--- src/rtl/dmem_pkg.sv ---
// Shared definitions for the data-memory port arbiter: default sizes,
// arbiter state encoding and the byte-address to word-index slice.
package dmem_pkg;

  localparam int DMEM_DW       = 64;
  localparam int DMEM_AW       = 64;
  localparam int DMEM_DEPTH    = 64;
  localparam int DMEM_MAX_LOCK = 4;

  // Word index lives in addr[31:2]; the low two bits must be zero.
  localparam int WIDX_HI = 31;
  localparam int WIDX_LO = 2;
  localparam int WIDX_W  = WIDX_HI - WIDX_LO + 1;

  typedef enum logic [1:0] {
    IDLE  = 2'd0,
    LOCK0 = 2'd1,
    LOCK1 = 2'd2
  } arb_state_t;

endpackage

--- src/rtl/dmem_port_arbiter_rr_pick.sv ---
// Combinational two-way round-robin pick with lock-owner override.
// Produces a one-hot (or empty) grant vector.
module dmem_rr_pick (
  input  logic [1:0] req,
  input  logic       last,
  input  logic       lock_valid,
  input  logic       lock_owner,
  output logic [1:0] gnt
);

  // A locked owner that still requests wins outright; otherwise the
  // requester that was not granted last time wins a tie.
  always_comb begin
    gnt = 2'b00;
    if (lock_valid && req[lock_owner]) begin
      gnt[lock_owner] = 1'b1;
    end else if (req == 2'b11) begin
      gnt[~last] = 1'b1;
    end else begin
      gnt = req;
    end
  end

endmodule

--- src/rtl/dmem_port_arbiter.sv ---
// Two-requester arbiter and sequencer for the single-port dmem: round-robin
// with bounded burst lock, address checks and registered completions.
module dmem_port_arbiter
  import dmem_pkg::*;
#(
  parameter int DW       = DMEM_DW,
  parameter int AW       = DMEM_AW,
  parameter int DEPTH    = DMEM_DEPTH,
  parameter int MAX_LOCK = DMEM_MAX_LOCK
) (
  input  logic          clk,
  input  logic          rst_n,
  input  logic          req0,
  input  logic          req1,
  input  logic          lock0,
  input  logic          lock1,
  input  logic          we0,
  input  logic          we1,
  input  logic [AW-1:0] addr0,
  input  logic [AW-1:0] addr1,
  input  logic [DW-1:0] wdata0,
  input  logic [DW-1:0] wdata1,
  output logic          gnt0,
  output logic          gnt1,
  output logic          rvalid0,
  output logic          rvalid1,
  output logic [DW-1:0] rdata0,
  output logic [DW-1:0] rdata1,
  output logic          err0,
  output logic          err1,
  output logic          mem_we,
  output logic [AW-1:0] mem_a,
  output logic [DW-1:0] mem_wd,
  input  logic [DW-1:0] mem_rd
);

  localparam int BW = $clog2(MAX_LOCK + 1);
  localparam logic [WIDX_W-1:0] DEPTH_IDX = WIDX_W'(DEPTH);
  localparam logic [BW-1:0]     MAX_BEATS = BW'(MAX_LOCK);

  arb_state_t    state, state_next;
  logic          last, last_next;
  logic [BW-1:0] beats, beats_next, beats_inc;
  logic [1:0]    gnt;
  logic          granted, sel, sel_we, sel_lock, bad;
  logic          lock_valid, lock_owner;
  logic [AW-1:0] sel_addr;
  logic [DW-1:0] resp_data;

  assign lock_valid = (state != IDLE);
  assign lock_owner = (state == LOCK1);

  dmem_rr_pick u_pick (
    .req        ({req1, req0}),
    .last       (last),
    .lock_valid (lock_valid),
    .lock_owner (lock_owner),
    .gnt        (gnt)
  );

  assign gnt0    = gnt[0];
  assign gnt1    = gnt[1];
  assign granted = |gnt;
  assign sel     = gnt[1];

  assign sel_addr = sel ? addr1 : addr0;
  assign sel_we   = sel ? we1 : we0;
  assign sel_lock = sel ? lock1 : lock0;

  assign bad = (sel_addr[1:0] != 2'b00) ||
               (sel_addr[WIDX_HI:WIDX_LO] >= DEPTH_IDX);

  // Writes are suppressed while reset is held even though grants are not.
  assign mem_a  = sel_addr;
  assign mem_wd = sel ? wdata1 : wdata0;
  assign mem_we = rst_n & granted & sel_we & ~bad;

  assign resp_data = (!sel_we && !bad) ? mem_rd : '0;
  assign beats_inc = beats + BW'(1);

  always_comb begin
    state_next = state;
    beats_next = beats;
    last_next  = last;
    if (granted) begin
      last_next = sel;
      if (lock_valid && (sel == lock_owner)) begin
        if (!sel_lock || (beats_inc >= MAX_BEATS)) begin
          state_next = IDLE;
          beats_next = '0;
        end else begin
          beats_next = beats_inc;
        end
      end else if (sel_lock && (MAX_LOCK > 1)) begin
        state_next = sel ? LOCK1 : LOCK0;
        beats_next = BW'(1);
      end else begin
        state_next = IDLE;
        beats_next = '0;
      end
    end else begin
      state_next = IDLE;
      beats_next = '0;
    end
  end

  always_ff @(posedge clk or negedge rst_n) begin
    if (!rst_n) begin
      state <= IDLE;
      last  <= 1'b1;
      beats <= '0;
    end else begin
      state <= state_next;
      last  <= last_next;
      beats <= beats_next;
    end
  end

  // The side that is not granted keeps its last read data.
  always_ff @(posedge clk or negedge rst_n) begin
    if (!rst_n) begin
      rvalid0 <= 1'b0;
      rvalid1 <= 1'b0;
      err0    <= 1'b0;
      err1    <= 1'b0;
      rdata0  <= '0;
      rdata1  <= '0;
    end else begin
      rvalid0 <= gnt[0];
      rvalid1 <= gnt[1];
      err0    <= gnt[0] & bad;
      err1    <= gnt[1] & bad;
      if (gnt[0]) rdata0 <= resp_data;
      if (gnt[1]) rdata1 <= resp_data;
    end
  end

endmodule
--- config.mk ---
export PLATFORM = sky130hd
export DESIGN_NAME = dmem_port_arbiter
export DESIGN_NICKNAME = d
export VERILOG_FILES = /design/src/rtl/dmem_pkg.sv /design/src/rtl/dmem_port_arbiter_rr_pick.sv /design/src/rtl/dmem_port_arbiter.sv
export SDC_FILE = /design/constraint.sdc
export NUM_CORES = 1
export LEC_CHECK = 0
export CORE_AREA = 2 2 233 235
export DETAILED_ROUTE_END_ITERATION = 6
export DIE_AREA = 0 0 235 237
export PLACE_DENSITY = 0.48
export SYNTH_ARGS = -nofsm -noshare
export SYNTH_HDL_FRONTEND = slang
export SYNTH_HIERARCHICAL = 1
export SYNTH_SLANG_ARGS = --single-unit
--- constraint.sdc ---
create_clock -name clk -period 10.41 [get_ports clk]
set_input_delay 3.123 -clock clk [delete_from_list [all_inputs] [get_ports clk]]
set_output_delay 3.123 -clock clk [all_outputs]
set_load 0.005 [all_outputs]
Yosys cells after proc, flatten, opt, wreduce, memory -nomap -nowiden

Index checks and enable logic that the tools add are counted.

Equality and inequality tests: 4
$lt $le $gt $ge: 6
Reduce and logical (&&, ||, !) cells: 13
Multiplexer cells: 22
Bitwise logic cells: 7
$add $sub $neg: 1

Operators with widths:

| operator                                              | number |
|---|---|
| 2-to-1 mux 64 bit                                     | 3 |
| >= comparator 30 x 7 -> 1 bit, second input constant  | 1 |
| 2-to-1 mux 2 bit                                      | 7 |
| 2-to-1 mux 3 bit                                      | 3 |
| 2-to-1 mux 1 bit                                      | 7 |
| AND 1 bit                                             | 5 |
| logical AND 1 bit                                     | 5 |
| equality test 2 bit, second input constant            | 2 |
| < comparator 1 x 2 -> 1 bit, second input constant    | 2 |
| nonzero test 2 bit                                    | 2 |
| adder 3 x 1 -> 3 bit, second input constant           | 1 |
| >= comparator 3 bit, second input constant            | 1 |
| zero test 1 bit                                       | 3 |
| inequality test 3 x 2 -> 1 bit, second input constant | 1 |
| demux 1 bit (select 1 bit)                            | 2 |
| >= comparator 1 bit, second input constant            | 2 |
| logical OR 1 bit                                      | 2 |
| NOT 1 bit                                             | 2 |
| OR reduction 2 bit                                    | 1 |
| equality test 1 bit                                   | 1 |

Input port bits: 328
Word-level logic and storage cells: 62
Output and inout port bits: 263
Register bits after elaboration: 138

Depth between registers and ports, before layout

Gate-level depths: netlist (run 1).

Depth after elaboration: 13
Gate-level depth with buffers: 12
Gate-level depth less buffers: 8

By module

The synthesis (run 1) kept the hierarchy.

Modules (own cells, without submodules):

| module            | cells each | instances | area an instance (um^2) |
|---|---|---|---|
| dmem_port_arbiter | 775        | 1         | 8182.8 |
| dmem_rr_pick      | 5          | 1         | 30.0 |

Worst setup path after synthesis (run 1)

Ideal clock, no wire load.

Path kind: in2out
From: in req0
To: out mem_we
Data required time: 7.287 ns
Cell stages on the path: 10
Buffers on the path: 4
Slack: 2.476 ns
Data arrival time: 4.811 ns
Path through: inv_1 o21a_1 buf_6 nor4_2 nand4_1 a221o_1 clkbuf_1 buf_6 buf_6 nor3_1

Longest elaborated chain between the ends: 9

RTL lines:

| element                                                                    | line                                             | text |
|---|---|---|
| start: declaration                                                         | dmem_port_arbiter.sv:13                          | `input logic req0,` |
| 2-to-1 mux 1 bit (implied by the code) (2 in a row)                        | dmem_port_arbiter_rr_pick.sv:15                  | `if (lock_valid && req[lock_owner]) begin` |
| logical AND 1 bit                                                          | dmem_port_arbiter_rr_pick.sv:15                  |  |
| 2-to-1 mux 2 bit *                                                         | dmem_port_arbiter_rr_pick.sv:15                  |  |
| net gnt1                                                                   | dmem_port_arbiter.sv:24                          | `output logic gnt1,` |
| 2-to-1 mux 64 bit                                                          | dmem_port_arbiter.sv:66                          | `assign sel_addr = sel ? addr1 : addr0;` |
| >= comparator 30 x 7 -> 1 bit / nonzero test 2 bit (equally long branches) | dmem_port_arbiter.sv:71, dmem_port_arbiter.sv:70 |  |
| logical OR 1 bit                                                           | dmem_port_arbiter.sv:70                          | `assign bad = (sel_addr[1:0] != 2'b00) \|\|` |
| NOT 1 bit                                                                  | dmem_port_arbiter.sv:76                          | `assign mem_we = rst_n & granted & sel_we & ~bad;` |
| AND 1 bit *                                                                | dmem_port_arbiter.sv:76                          |  |
| end: declaration                                                           | dmem_port_arbiter.sv:31                          | `output logic mem_we,` |

The timed path passes the listed nets; every way through them passes the cells marked *. The select of a mux whose other input is x is not followed.

Worst setup path after layout (run 1)

From: in req1
To: out mem_we

Longest elaborated chain between the ends: 9

RTL lines:

| element                                                                    | line                                             | text |
|---|---|---|
| start: declaration                                                         | dmem_port_arbiter.sv:14                          | `input logic req1,` |
| 2-to-1 mux 1 bit (implied by the code) (2 in a row)                        | dmem_port_arbiter_rr_pick.sv:15                  |  |
| logical AND 1 bit                                                          | dmem_port_arbiter_rr_pick.sv:15                  |  |
| 2-to-1 mux 2 bit *                                                         | dmem_port_arbiter_rr_pick.sv:15                  |  |
| 2-to-1 mux 64 bit                                                          | dmem_port_arbiter.sv:66                          |  |
| >= comparator 30 x 7 -> 1 bit / nonzero test 2 bit (equally long branches) | dmem_port_arbiter.sv:71, dmem_port_arbiter.sv:70 |  |
| logical OR 1 bit                                                           | dmem_port_arbiter.sv:70                          |  |
| NOT 1 bit                                                                  | dmem_port_arbiter.sv:76                          |  |
| AND 1 bit *                                                                | dmem_port_arbiter.sv:76                          |  |

Mark *: on every way between the ends. The rest lies on a longest branch, timed or not. The select of a mux whose other input is x is not followed.

==> results of run 1 <==
## critical path, delay by kind of cell
family,cells,cell delay [ps]
simple gates,3,730
compound gates,2,960
buf+inv,2,1090
## flip-flops by register name, indices dropped and copies added (netlist names)
| name | flops |
|---|---|
| state | 2 |
| beats | 3 |
| err1 | 1 |
| rvalid1 | 1 |
| last | 1 |
| rdata0 | 64 |
| rdata1 | 64 |
| rvalid0 | 1 |
| err0 | 1 |
## layout make-up
type	count	area, sq um
flip-flops and latches	138	3450
clock buffers	22	474
repair buffers	599	6010
clock inverters	8	143
inverters	35	131
diodes	11	27.5
fillers	5589	37900
multi-input cells	534	4290
well taps	696	871
## stage by stage
| stage | util, % | power (mW) | instances |
|---|---|---|---|
| 2_1_floorplan | - | 0.700 | 780 |
| 3_3_place_gp | 27.7 | 1.00 | 2002 |
| 3_5_place_dp | 27.7 | 1.00 | 2002 |
| 4_1_cts | 28.9 | 1.70 | 2032 |
| 5_1_grt | 28.9 | 1.73 | 2037 |
| 6_report | 28.9 | 1.65 | 2043 |
## how the worst max path moves through the flow
stage	from	to	slack (ps)
final	req1	mem_we	1350
after global routing	req1	mem_we	1180
after CTS	req1	mem_we	1350
after detailed placement	req1	mem_we	1350
after global placement	req1	mem_we	1330
after floorplan	req0	mem_we	2480
## Yosys cell counts (all sizes together)
library cell	n	area share (%)
dfstp	1	0.32
a21oi	5	0.35
dfrtp	137	42
xor2	1	0.11
clkbuf	36	1.6
buf	37	3.1
ha	1	0.15
o31ai	96	14
mux2	128	18
a221o	1	0.12
nand3b	3	0.27
inv	35	1.6
or4	1	0.14
and3	1	0.076
conb	1	0.046
nand2	167	7.6
or2	1	0.076
nor4b	2	0.40
o21ai	2	0.12
mux2i	1	0.12
nand4	2	0.15
nor4	8	0.69
nand2b	66	5.0
nor2b	2	0.15
nor2	3	0.14
o32ai	32	3.4
nor3	4	0.24
a21o	1	0.091
o21a	3	0.27
a221oi	1	0.11
and2	1	0.076
## cells by family (layout without fill, tap and decap cells)
| group | after synthesis | count (layout) | synth area share, % |
|---|---|---|---|
| fa+ha+maj | 1 | 1 | 0.152 |
| compound gates | 141 | 141 | 18.6 |
| buf+inv | 108 | 664 | 6.34 |
| simple gates | 261 | 261 | 15.1 |
| xor+xnor | 1 | 1 | 0.107 |
| flops | 138 | 138 | 42.1 |
| mux | 129 | 129 | 17.7 |
| other cells | 1 | 12 | 0.0457 |
## layer usage
metal,wire length [um],vias up
met5,13,-
met4,804,2
met3,3180,39
met2,23800,304
met1,16600,4064
li1,-,3848
## power breakdown
| group | total, mW | switching (mW) | internal, mW | leakage (nW) |
|---|---|---|---|---|
| sequential | 0.542 | 0.00185 | 0.540 | 1.91 |
| combinational | 0.441 | 0.171 | 0.270 | 3.47 |
| clock | 0.668 | 0.253 | 0.415 | 0.302 |
| total | 1.65 | 0.426 | 1.23 | 5.68 |
==> reports/results.tsv, run 1 <==
metric	value	unit
syn_area	0.00821	sq mm
coreArea	0.0533	sq mm
whs	484	ps
grt_max_degree	131	
startpoint_type	input port	
cts_tree	done	
rsz0062_at_grt	no	
io_buffers	590	
antenna_found_initial	10	
dpl-instance-area	0.0148	sq mm
syn_area_per_cell	10.5	sq um
crit_chain	clkdlybuf4s50_1, o21a_4, nor4b_1, nand4_1, a221o_4, nor3_1, clkdlybuf4s50_1	
grtUsageMet2	28.6	%
hpwl	33.3	mm
hold_class	flop to flop	
finalCriticalPeriod	9060	ps
slowest_delay	550	ps
die_h	237	um
status	completed	
cts_sinks	138	
dr_total_vias	8257	
holdBufCountCts	0	
first_pass_iters	4	
final_area	0.0154	sq mm
finalSetupViolations	0	
area_growth	87.5	%
finalHoldViolCount	0	
cts.path.max_buffers	2	
worst_ep_required_time	7290	ps
syn_nets	1109	
ys_ff_latch	138	
place_ws	1350	ps
min_to	rdata0[12]$_DFFE_PN0P_	
p_leak	5.68	nW
grt_overflow	0	
layout_commonest_cell	clkdlybuf4s50_1	
pin_count	591	
cts-resized-gates	0	
initial_core_util	15.4	%
gp_congestion	0.858	
holdCritStartpoint	rdata0[12]$_DFFE_PN0P_	
path_max_fanout	40	
drive_gt1_share	19.8	%
die_w	235	um
cpMostUsedCell	clkdlybuf4s50_1	
synth_cells	780	
final_cell_mix	clkdlybuf4s50_1, nand2_1, dfrtp_1, mux2_2, o31ai_2	
htreeDepth	4	
crit_arrival	5940	ps
rrSetupSlack	6440	ps
max_clock_freq	110	MHz
row_count	85	
grt_pass1_vias	8651	
critPathSlowestCell	clkdlybuf4s50_1	
track_usage	15.6	%
whs_path_depth	2	
ant_nets	0	
critPathCaptureType	output port	
viasPerCell	4.04	
cts_root_buffer	clkbuf_16	
yosysWarnings	6	
drc	0	
drt_iter0_drc	354	
cts-buffers-inserted	17	
reg2reg_depth	8	
use_met1	16.5	%
clk_latency	470	ps
slew_violations	0	
nets	1654	
r2r-start	state[0]$_DFFE_PN0P_	
die-area	0.0557	sq mm
wl_per_cell	21.7	um
clk_pin_slew	60	ps
grt_util_met3	5.64	%
worst_pin_slew	970	ps
slew-limit-headroom	35.3	%
synth_cell_types	36	
finalWorstSetupSlack	1350	ps
maxCapViolCount	0	
finalWirelength	44.4	mm
fin_setup_tns	0	ps
post_cts_buffers	0	
vdd.ir_drop.worst	103	uV
cellPowerDensity	107	mW/mm^2
ys_seq_area_share	42.1	%
r2r_end	rdata1[29]$_DFFE_PN0P_	
crit_type	input port to output port	
busiest_layer	met2	
finClkSkew	8.32	ps
layout_worst_path_cycle_share	87.0	%
grt_pass1_wl	63.2	mm
Power figures use the tool's default switching activity.
==> inputs of run 2 (changes only) <==
CORE_AREA = 2 2 227 229   (was 2 2 233 235)
DIE_AREA = 0 0 229 231   (was 0 0 235 237)
GPL_TIMING_DRIVEN = 0   (was default)
PLACE_DENSITY = 0.5   (was 0.48)
==> run 2 against run 1 <==
Global-route usage rose by 1.6 points. Sequential power barely moved. Clock skew rose by 3.6 ps. Power fell by 4.3%. Cell count rose by 2.1%. Utilization rose by 1.7 points.
==> reports/results.tsv, run 2 (synthesis results as in run 1) <==
metric	value	unit
status	completed	
dpl-instance-area	0.0150	sq mm
drt_iter0_drc	403	
fin_setup_tns	0	ps
finalCriticalPeriod	9690	ps
track_usage	17.2	%
gp_congestion	0.916	
crit_chain	clkdlybuf4s50_1, inv_1, o21a_1, buf_6, clkbuf_1, clkbuf_1, buf_2, mux2_2, clkdlybuf4s50_1	
slowest_delay	640	ps
grt_pass1_wl	66.0	mm
grt_overflow	0	
drc	0	
critPathSlowestCell	clkbuf_1	
initial_core_util	16.2	%
first_pass_iters	5	
cts_root_buffer	clkbuf_16	
ant_nets	0	
finalWorstSetupSlack	717	ps
layout_worst_path_cycle_share	93.1	%
coreArea	0.0507	sq mm
startpoint_type	input port	
cts-resized-gates	0	
vdd.ir_drop.worst	103	uV
final_area	0.0155	sq mm
p_leak	5.77	nW
nets	1719	
fillers	5341	
path_max_fanout	10	
pin_count	591	
crit_type	input port to output port	
cp_top_family	buffers and inverters	
finalWirelength	46.4	mm
finalSetupViolations	0	
power	1.58	mW
die-area	0.0529	sq mm
final_cell_mix	clkdlybuf4s50_1, nand2_1, dfrtp_1, mux2_2, o31ai_2	
cts-buffers-inserted	17	
viasPerCell	4.06	
cellPowerDensity	102	mW/mm^2
worst_pin_slew	771	ps
critPathCaptureType	output port	
max_clock_freq	103	MHz
hold_class	flop to flop	
die_h	231	um
cts_sinks	138	
finClkSkew	11.9	ps
clk_pin_slew	60	ps
grt_max_degree	81	
rsz0062_at_grt	no	
slew_violations	0	
antenna_found_initial	4	
drive_gt1_share	20.7	%
htreeDepth	4	
clk_latency	460	ps
layout_commonest_cell	clkdlybuf4s50_1	
cts_tree	done	
worst_ep_required_time	7290	ps
final_cells	2086	
maxCapViolCount	0	
hpwl	38.3	mm
row_count	83	
wl_per_cell	22.2	um
finalHoldViolCount	0	
dp.cells	2051	
area_growth	89.1	%
post_cts_buffers	0	
crit_arrival	6570	ps
largestRegisters	rdata0: 64 flops, rdata1: 64 flops, beats: 3 flops	
place_ws	591	ps
cts.path.max_buffers	2	
slew-limit-headroom	48.6	%
die_w	229	um
critPathBufInv	7	
dr_total_vias	8462	
io_buffers	590	
holdBufCountCts	0	
grt_pass1_vias	8979	
==> run 2: power by group <==
group	leakage (nW)	switching [mW]	internal [mW]
sequential	1.91	0.00182	0.540
combinational	3.60	0.189	0.275
clock	0.256	0.270	0.306
==> run 2: worst register-to-register path, stage by stage (launching register included) <==
cell and delay, ps:
dfrtp_1 430, or2_2 300, mux2i_1 150, a21oi_1 250, clkbuf_1 560, and3_1 260
clkbuf_1 540, clkbuf_1 560, nand2_1 200, o32ai_1 240
==> run 2: area by class of cell <==
type | count | area [sq um] | share of cell area, %
clock buffer | 19 | 433 | 2.79
antenna | 3 | 7.51 | 0.0483
buffer | 73 | 389 | 2.51
clock inverter | 13 | 93.8 | 0.604
sequential | 138 | 3450 | 22.2
tap | 680 | 851 | 5.48
multi-input combinational | 534 | 4240 | 27.3
timing repair buffer | 591 | 5930 | 38.2
inverter | 35 | 131 | 0.846
==> run 2: metal layers <==
metal / wire length (um) / GRT usage, % / vias to the layer above
li1: - / - / 3969
met1: 18500 / 20.1 / 4138
met2: 24100 / 30.8 / 329
met3: 3270 / 5.36 / 24
met4: 537 / 4.04 / 2
met5: 13 / 0 / -
==> run 2: per-stage QoR <==
step                util [%]  hold slack [ps]
finish                  30.6              488
global route            30.6              509
CTS                     30.6              492
detailed placement      29.6              474
global placement        29.5              472
floorplan                  -              478
==> run 2: final timing paths <==
| kind | endpoint | depth (start not counted) | from | slack, ps |
|---|---|---|---|---|
| setup / recovery | mem_wd[4] | 9 | req0 | 720 |
| hold / removal | rdata0[53]$_DFFE_PN0P_ | 2 | rdata0[53]$_DFFE_PN0P_ | 490 |
| setup reg to reg | rdata0[62]$_DFFE_PN0P_ | 9 | state[0]$_DFFE_PN0P_ | 6830 |
| hold reg to reg | rdata0[53]$_DFFE_PN0P_ | 2 | rdata0[53]$_DFFE_PN0P_ | 490 |
| max in group asynchronous | last$_DFFE_PN1N_ | 2 | rst_n | 6840 |
| min in group asynchronous | rdata1[49]$_DFFE_PN0P_ | 1 | rst_n | 2670 |
==> inputs of run 3 (changes only) <==
ABC_AREA = 1   (was default)
CORE_AREA = 2 2 230 232   (was 2 2 227 229)
DIE_AREA = 0 0 232 234   (was 0 0 229 231)
PLACE_DENSITY = 0.48   (was 0.5)
==> run 3 against run 2 <==
Synthesized area decreased by 9.0%. Worst setup slack got worse by 250 ps. Clock skew decreased by 3.6 ps. Sequential cell count unchanged. Combinational power increased by 53%. Global-route usage decreased by 1.6 points. Non-clock buffer count increased by 12. Design area decreased by 4.2%. Critical path depth increased by 1. Clock-buffer cell count increased by 4. Die area increased by 2.6%. Hold slack got worse by 20 ps. Critical path type unchanged. Highest routed layer unchanged.
==> reports/results.tsv, run 3 <==
metric	value	unit
synth_ff_type	dfrtp_1	
track_usage	15.6	%
hold_class	flop to flop	
yosysWarnings	6	
critPathBufInv	7	
nets	2019	
cts-buffers-inserted	17	
finalCriticalPeriod	9940	ps
r2r-start	state[1]$_DFFE_PN0P_	
p_leak	7.09	nW
final_area	0.0149	sq mm
finalSetupViolations	0	
largestRegisters	rdata0: 64 flops, rdata1: 64 flops, beats: 3 flops	
clk_pin_slew	60	ps
row_count	84	
syn_area_per_cell	6.92	sq um
initial_core_util	14.4	%
pin_count	591	
final_cell_mix	nand2_1, clkdlybuf4s50_1, dfrtp_1, nand4_1, clkbuf_1	
maxCapViolCount	0	
vdd.ir_drop.worst	92.9	uV
syn_nets	1409	
fin_setup_tns	0	ps
post_cts_buffers	0	
synth_edf_count	0	
area_growth	99.0	%
startpoint_type	input port	
yosysTopAreaCell	dfrtp_1	
first_pass_iters	5	
cellPowerDensity	128	mW/mm^2
synth_cells	1080	
rrSetupSlack	6970	ps
dr_total_vias	9453	
drt_iter0_drc	408	
synth_top_area_share	45.9	%
holdBufCountCts	0	
place_ws	285	ps
slowest_delay	770	ps
slew-limit-headroom	33.8	%
ys_ff_latch	138	
io_buffers	590	
finalWorstSetupSlack	468	ps
slew_violations	0	
path_max_fanout	10	
dpl-instance-area	0.0143	sq mm
crit_type	input port to output port	
grt_max_degree	86	
finClkSkew	8.32	ps
viasPerCell	3.96	
async_reset_ff_share	100	%
layout_commonest_cell	nand2_1	
hpwl	35.0	mm
holdCritStartpoint	last$_DFFE_PN1N_	
rsz0062_at_grt	no	
critPathCaptureType	output port	
crit_chain	clkdlybuf4s50_1, inv_1, o21ai_0, buf_4, buf_2, clkbuf_1, clkbuf_1, nand2_1, nand2_1, clkdlybuf4s50_1	
die_h	234	um
grt_pass1_wl	62.1	mm
worst_ep_required_time	7290	ps
grt_pass1_vias	9556	
coreArea	0.0520	sq mm
reg2reg_depth	13	
die_w	232	um
worst_pin_slew	994	ps
ys_top_cells_by_count	nand2_1, dfrtp_1, nand4_1	
gp_congestion	0.874	
drive_gt1_share	3.35	%
critPathSlowestCell	clkbuf_1	
layout_worst_path_cycle_share	95.5	%
synth_most_common_cell	nand2_1	
cts_root_buffer	clkbuf_16	
min_to	last$_DFFE_PN1N_	
finalHoldViolCount	0	
dp.cells	2359	
ant_nets	0	
finalWirelength	43.5	mm
status	completed	
cp_top_family	buffers and inverters	
wl_per_cell	18.2	um
htreeDepth	4	
die-area	0.0543	sq mm
ys_seq_area_share	46.2	%
synth_cell_types	25	
whs_path_depth	2	
cts-resized-gates	0	
cts_sinks	138	
r2r_end	rdata0[27]$_DFFE_PN0P_	
grt_overflow	0	
drc	0	
synthTopCellsByArea	dfrtp_1, nand2_1, nand4_1	
max_clock_freq	101	MHz
syn_area	0.00747	sq mm
final_cells	2390	
cts_tree	done	
antenna_found_initial	1	
crit_arrival	6820	ps
cts.path.max_buffers	2	
clk_latency	450	ps
[run 3: cell count changes after synthesis, sizes merged, moves of 25 or more]
cell	previous run	this run
clkbuf	36	61
o31ai	96	0
nand2	167	645
nand2b	66	0
mux2	128	0
o32ai	32	0
nand4	2	129
[run 3: cell families after synthesis]
kind of cell / share of synthesized area [%]
flip-flops: 46.2
adder cells (fa/ha/maj): 0.167
buffers and inverters: 7.87
AND/OR/NAND/NOR: 44.5
other: 0.0502
XOR/XNOR: 0.117
AO/OA/AOI/OAI: 0.971
multiplexers: 0.134
[run 3: worst min-delay path: cells and delay by family, from the launching register on]
kind / cells / cell delay (ps)
and+or+nand+nor: 2 / 90
DFF: 1 / 370
[run 3: power breakdown]
group / internal (mW) / switching (mW) / total (mW)
clock: 0.399 / 0.256 / 0.654
sequential: 0.543 / 0.00257 / 0.546
combinational: 0.343 / 0.368 / 0.711
[run 3: layer usage]
layer  part of all wire (%)  vias up  global-route usage (%)
met5                  0.030        -                       0
met2                     49      402                    26.8
met3                    8.1       28                    5.05
li1                       -     4650                       -
met4                    1.4        2                    3.99
met1                     42     4371                    18.8
[run 3: cell type report]
cell class | count | area (sq um)
Clock inverter | 7 | 115
Clock buffer | 23 | 488
Sequential cell | 138 | 3450
Inverter | 44 | 168
Buffer | 85 | 420
Antenna cell | 1 | 2.50
Multi-Input combinational cell | 813 | 3430
Tap cell | 688 | 861
Fill cell | 5680 | 37100
Timing Repair Buffer | 591 | 5930
[run 3: how the worst max path moves through the flow]
stage,start,end,depth (start not counted)
after floorplan,req1,mem_we,12
final,req1,mem_wd[10],10
after CTS,req1,mem_wd[10],10
after detailed placement,req1,mem_wd[10],10
after global routing,req1,mem_wd[10],10
after global placement,rst_n,mem_we,3
[run 3: stage by stage]
| stage | hold WS, ps | total power, mW | util [%] |
|---|---|---|---|
| 2_1_floorplan | 449 | 0.800 | - |
| 3_3_place_gp | 463 | 1.28 | 27.4 |
| 3_5_place_dp | 462 | 1.28 | 27.4 |
| 4_1_cts | 473 | 1.95 | 28.6 |
| 5_1_grt | 495 | 2.02 | 28.6 |
| 6_report | 468 | 1.91 | 28.6 |
